==> src/rtl/alu_exec_ctrl.sv <==
// Sequencing controller for an external combinational ALU: snapshots operands from a
// small register file, drives the ALU for two cycles, then writes the result back.
module alu_exec_ctrl #(
  parameter int unsigned DataWidth     = 8,
  parameter int unsigned NumOpCodeBits = 5,
  parameter int unsigned ParamBits     = 8,
  parameter int unsigned NumStatusBits = 4,
  parameter int unsigned NumRegs       = 4,
  localparam int unsigned AW = (NumRegs > 1) ? $clog2(NumRegs) : 1
) (
  input  logic                     clk,
  input  logic                     rst,
  input  logic                     req_valid,
  output logic                     req_ready,
  input  logic [NumOpCodeBits-1:0] req_opcode,
  input  logic [AW-1:0]            req_src1,
  input  logic [AW-1:0]            req_src2,
  input  logic [AW-1:0]            req_dst,
  input  logic [ParamBits-1:0]     req_param,
  input  logic                     ld_en,
  input  logic [AW-1:0]            ld_addr,
  input  logic [DataWidth-1:0]     ld_data,
  input  logic [AW-1:0]            rd_addr,
  output logic [DataWidth-1:0]     rd_data,
  output logic [NumOpCodeBits-1:0] alu_opcode,
  output logic [DataWidth-1:0]     alu_operand1,
  output logic [DataWidth-1:0]     alu_operand2,
  output logic [ParamBits-1:0]     alu_param,
  input  logic [DataWidth-1:0]     alu_result,
  input  logic [NumStatusBits-1:0] alu_status,
  output logic                     done,
  output logic                     err,
  output logic [NumStatusBits-1:0] flags
);

  localparam int unsigned MaxLegalOp = 9;

  typedef enum logic [1:0] {IDLE, ISSUE, CAPTURE, DONE} state_e;

  state_e                   state_q, state_d;
  logic [NumOpCodeBits-1:0] op_q, op_d;
  logic [ParamBits-1:0]     param_q, param_d;
  logic [AW-1:0]            dst_q, dst_d;
  logic [DataWidth-1:0]     opa_q, opa_d, opb_q, opb_d;
  logic [DataWidth-1:0]     regs_q [NumRegs];
  logic [DataWidth-1:0]     regs_d [NumRegs];
  logic [NumStatusBits-1:0] flags_q, flags_d;
  logic                     done_q, done_d, err_q, err_d;
  logic [NumOpCodeBits-1:0] alu_opcode_q, alu_opcode_d;
  logic [DataWidth-1:0]     alu_operand1_q, alu_operand1_d;
  logic [DataWidth-1:0]     alu_operand2_q, alu_operand2_d;
  logic [ParamBits-1:0]     alu_param_q, alu_param_d;
  logic                     op_illegal_c, op_exec_c;

  // Illegal opcodes and NOP both run the full sequence but never write back.
  assign op_illegal_c = 32'(op_q) > MaxLegalOp;
  assign op_exec_c    = !op_illegal_c && (op_q != '0);

  always_comb begin
    state_d        = state_q;
    op_d           = op_q;
    param_d        = param_q;
    dst_d          = dst_q;
    opa_d          = opa_q;
    opb_d          = opb_q;
    regs_d         = regs_q;
    flags_d        = flags_q;
    done_d         = 1'b0;
    err_d          = 1'b0;
    alu_opcode_d   = '0;
    alu_operand1_d = '0;
    alu_operand2_d = '0;
    alu_param_d    = '0;

    // External load first so a same-address write-back below overrides it.
    if (ld_en) regs_d[ld_addr] = ld_data;

    case (state_q)
      IDLE: begin
        if (req_valid) begin
          op_d    = req_opcode;
          param_d = req_param;
          dst_d   = req_dst;
          opa_d   = regs_q[req_src1];
          opb_d   = regs_q[req_src2];
          state_d = ISSUE;
        end
      end
      ISSUE: state_d = CAPTURE;
      CAPTURE: begin
        if (op_exec_c) begin
          regs_d[dst_q] = alu_result;
          flags_d       = alu_status;
        end
        done_d  = 1'b1;
        err_d   = op_illegal_c;
        state_d = DONE;
      end
      DONE: state_d = IDLE;
      default: state_d = IDLE;
    endcase

    // ALU ports are registered so they are valid for the whole ISSUE/CAPTURE window.
    if (state_d == ISSUE || state_d == CAPTURE) begin
      alu_opcode_d   = op_d;
      alu_operand1_d = opa_d;
      alu_operand2_d = opb_d;
      alu_param_d    = param_d;
    end
  end

  always_ff @(posedge clk) begin
    if (rst) begin
      state_q        <= IDLE;
      op_q           <= '0;
      param_q        <= '0;
      dst_q          <= '0;
      opa_q          <= '0;
      opb_q          <= '0;
      regs_q         <= '{default: '0};
      flags_q        <= '0;
      done_q         <= 1'b0;
      err_q          <= 1'b0;
      alu_opcode_q   <= '0;
      alu_operand1_q <= '0;
      alu_operand2_q <= '0;
      alu_param_q    <= '0;
    end else begin
      state_q        <= state_d;
      op_q           <= op_d;
      param_q        <= param_d;
      dst_q          <= dst_d;
      opa_q          <= opa_d;
      opb_q          <= opb_d;
      regs_q         <= regs_d;
      flags_q        <= flags_d;
      done_q         <= done_d;
      err_q          <= err_d;
      alu_opcode_q   <= alu_opcode_d;
      alu_operand1_q <= alu_operand1_d;
      alu_operand2_q <= alu_operand2_d;
      alu_param_q    <= alu_param_d;
    end
  end

  assign req_ready    = (state_q == IDLE) && !rst;
  assign rd_data      = regs_q[rd_addr];
  assign alu_opcode   = alu_opcode_q;
  assign alu_operand1 = alu_operand1_q;
  assign alu_operand2 = alu_operand2_q;
  assign alu_param    = alu_param_q;
  assign done         = done_q;
  assign err          = err_q;
  assign flags        = flags_q;

endmodule
==> config.mk <==
export PLATFORM = sky130hd
export DESIGN_NAME = alu_exec_ctrl
export DESIGN_NICKNAME = d
export VERILOG_FILES = /design/src/rtl/alu_exec_ctrl.sv
export SDC_FILE = /design/constraint.sdc
export NUM_CORES = 1
export LEC_CHECK = 0
export ABC_AREA = 1
export BUFFER_PORTS_ARGS = -buffer_cell sky130_fd_sc_hd__clkbuf_2
export CORE_ASPECT_RATIO = 0.8
export CORE_MARGIN = 8
export CORE_UTILIZATION = 55
export CTS_CLUSTER_DIAMETER = 80
export DETAILED_ROUTE_END_ITERATION = 12
export PLACE_DENSITY = 0.8
export SLEW_MARGIN = 10
export SYNTH_ARGS = -nofsm -noshare
export SYNTH_HDL_FRONTEND = slang
export SYNTH_SLANG_ARGS = --single-unit
==> constraint.sdc <==
create_clock -name clk -period 4.92 [get_ports clk]
set_clock_uncertainty 0.15 [all_clocks]
set_input_delay 0.984 -clock clk [delete_from_list [all_inputs] [get_ports clk]]
set_output_delay 0.984 -clock clk [all_outputs]
set_load 0.01 [all_outputs]
==> key figures <==
Die
  – Row count: 29
  – Die extent in y: 97.2 um
  – Floorplan die area: 0.0114 mm2
  – Core box area: 0.00798 mm2
  – Number of I/O pins: 91
  – Initial standard-cell utilization of the core: 56.8%
  – Die outline width: 118 um

GRT
  – Total global-route track usage: 19.7%
  – Total congestion overflow: 0
  – Initial antenna violation count: 0
  – First-pass GRT wire length: 19.2 mm
  – Largest net degree at the start of global routing: 39
  – Via count of the first global-routing pass: 4320

Clock tree
  – Sinks on the clock net: 100
  – CTS Root Buffer Type: clkbuf_8
  – Number of hold buffers added after cts: 0
  – Largest buffer count on any clock path: 2
  – Clock tree from TritonCTS: yes
  – # H-tree levels: 3
  – Count of buffers added by post-CTS timing repair for setup: 0
  – Clock-pin slew on the worst setup and hold paths: 0.10 ns
  – Num CTS Buffers: 9
  – Post-CTS resize count: 0
  – Clock latency on the worst-skew pair: 0.37 ns

Setup path
  – Critical path data required time: 3.79 ns
  – Count of cells along the worst register-to-register path: 7
  – Crit Path Category: in -> out
  – Setup slack on the worst flop-to-flop path: 2.51 ns
  – Critical Path Sink Type: primary output
  – Sort of element at the start of the critical path: primary input
  – Critical-path maximum fanout: 24
  – Crit path arrival time: 2.26 ns
  – Worst flop-to-flop path startpoint: state_q[0]
  – Critical register-to-register path endpoint: alu_param[0]

Final layout
  – Finished Core Util: 64.1%
  – Relative area change from synthesis to final layout: 12.8%
  – Final non-filler cell area: 0.00512 mm2
  – NumNets Final: 771
  – Antenna Cells: 0
  – Fraction of layout instances using a drive strength above 1: 15.4%

Synthesis
  – Proportion of synthesized chip area in sequential cells: 44.1%
  – Largest cells by area after synthesis: dfxtp_1, nor2_1, nand2_1
  – Commonest cells in the synthesized netlist: nor2_1, nand2_1, dfxtp_1
  – Cell with the most instances after synthesis: nor2_1
  – Post-synthesis cell type count: 20
  – Fraction of registers with async set or reset after synthesis: 0%
  – Cell taking the most area after synthesis: dfxtp_1
  – Count of flip-flops with a built-in enable after synthesis: 0
  – Top cell type's share of synthesized area: 44.1%
  – Most used DFF post-synth: dfxtp_1
  – Post-synthesis cell count: 657
  – YS warnings: 0
  – Mapped Nets: 706
  – Cell area after synthesis: 0.00454 mm2
  – Number of storage elements in the synthesis netlist: 100
  – Mean Syn Cell Area: 6.91 um2

STA
  – Final Cycle Share: 69.1%
  – Highest Clock Rate: 294 MHz
  – Pins over their slew limit: 0
  – Relative slew slack: 21.8%
  – Final min period: 3.40 ns
  – Unrepaired setup endpoints after global routing: no
  – Worst Max-Slew Pin Slew: 1.17 ns
  – Final setup TNS: 0 ns
  – Hold Vio Cnt, Final: 0
  – Count of endpoints failing setup in the final report: 0

Run status
  – Outcome: finished, final reports clean

Detailed routing
  – DRC marker count from the first detailed-route iteration: 362
  – Vias/cell: 5.27
  – Detailed-route wire length per cell: 13.6 um
  – Number of detailed-routing iterations run before antenna repair: 5
  – DRC viols: 0
  – Count of vias placed by the detailed router: 4400
  – Count of antenna-violating nets left after detailed routing: 0
  – Overall routed net length: 11.4 mm

Place
  – Placed cell area: 0.00491 mm2
  – HPWL reported at the end of detailed placement: 8.10 mm
  – Routability-driven placement congestion ratio: 0.788
  – Number of port buffers: 90

Hold path
  – Min-delay src: flags[1]
  – Worst hold path type: reg -> reg
  – Cell count of the worst hold path: 2
  – Endpoint of the worst hold-timing path: flags[1]

Power and ir drop
  – Leakage power total: 2.50 nW
  – Worst supply voltage drop on vdd: 0.309 mV
  – Cell Pwr Density: 450 mW/mm2

Flow run
  – Count of maximum capacitance violations: 0
[power breakdown]
part | switching, mW | internal, mW | leakage (nW)
clock network | 0.305 | 0.244 | 0.104
registers | 0.0688 | 0.984 | 0.818
logic | 0.458 | 0.244 | 1.58
[cells in the final DEF, fill, tap and decap left out, types with 12 or more instances in the layout]
| cell | n |
|---|---|
| dfxtp_1 | 100 |
| nand3_1 | 25 |
| nand2_1 | 125 |
| mux2i_1 | 12 |
| nor2_1 | 139 |
| o211ai_1 | 17 |
| clkbuf_2 | 90 |
| o21ai_0 | 80 |
| a21oi_1 | 42 |
| inv_1 | 72 |
[how the worst max path moves through the flow]
stage          startpoint  cells after the start         end
3_3_place_gp   rd_addr[0]                      6  rd_data[4]
6_report       rd_addr[0]                      6  rd_data[4]
4_1_cts        rd_addr[0]                      6  rd_data[4]
3_5_place_dp   rd_addr[0]                      6  rd_data[4]
2_1_floorplan  rd_addr[0]                      5  rd_data[6]
5_1_grt        rd_addr[0]                      6  rd_data[4]
[per-layer routing]
layer	wire length, um	GRT usage, %
met1	4650	21.7
met2	5610	34.7
met3	900	6.33
met4	216	7.76
met5	0	0
[area by class of cell]
class                      count  area, um2
sequential                   100       2000
tap                          108        135
fill                         772       2860
timing repair buffer          91        458
clock buffer                   9        124
inverter                      72        270
clock inverter                 7       82.6
multi-input combinational    448       2050
[worst max-delay path, cell delays in order]
cell      delay (ns)
clkbuf_2        0.20
inv_1           0.33
o21ai_0         0.30
a21oi_1         0.06
a21oi_1         0.20
clkbuf_2        0.17
[cells by family (layout without fill, tap and decap cells)]
| group | count (synthesis) | count (layout) | share of synthesized area, % |
|---|---|---|---|
| muxes | 12 | 12 | 2.65 |
| and+or+nand+nor | 294 | 294 | 25.5 |
| adders and majority gates | 2 | 2 | 0.551 |
| buffers and inverters | 109 | 179 | 10.8 |
| AOI/OAI and AO/OA | 140 | 140 | 16.5 |
| DFF | 100 | 100 | 44.1 |
[sequential cells by signal, summed over array words and instances (netlist names)]
register / cells
regs_q: 32
alu_operand1: 8
alu_operand2: 8
alu_param: 8
opa_q: 8
opb_q: 8
param_q: 8
alu_opcode: 5
op_q: 5
flags: 4
dst_q: 2
state_q: 2
done: 1
err: 1
[through the flow]
stage,setup WS [ns],std cells,hold WS [ns],power (mW)
2_1_floorplan,1.97,657,0.311,1.56
3_3_place_gp,1.65,819,0.314,1.74
3_5_place_dp,1.58,819,0.330,1.78
4_1_cts,1.56,835,0.354,2.32
5_1_grt,1.40,835,0.376,2.46
6_report,1.52,835,0.345,2.30
Power figures use the tool's default switching activity.
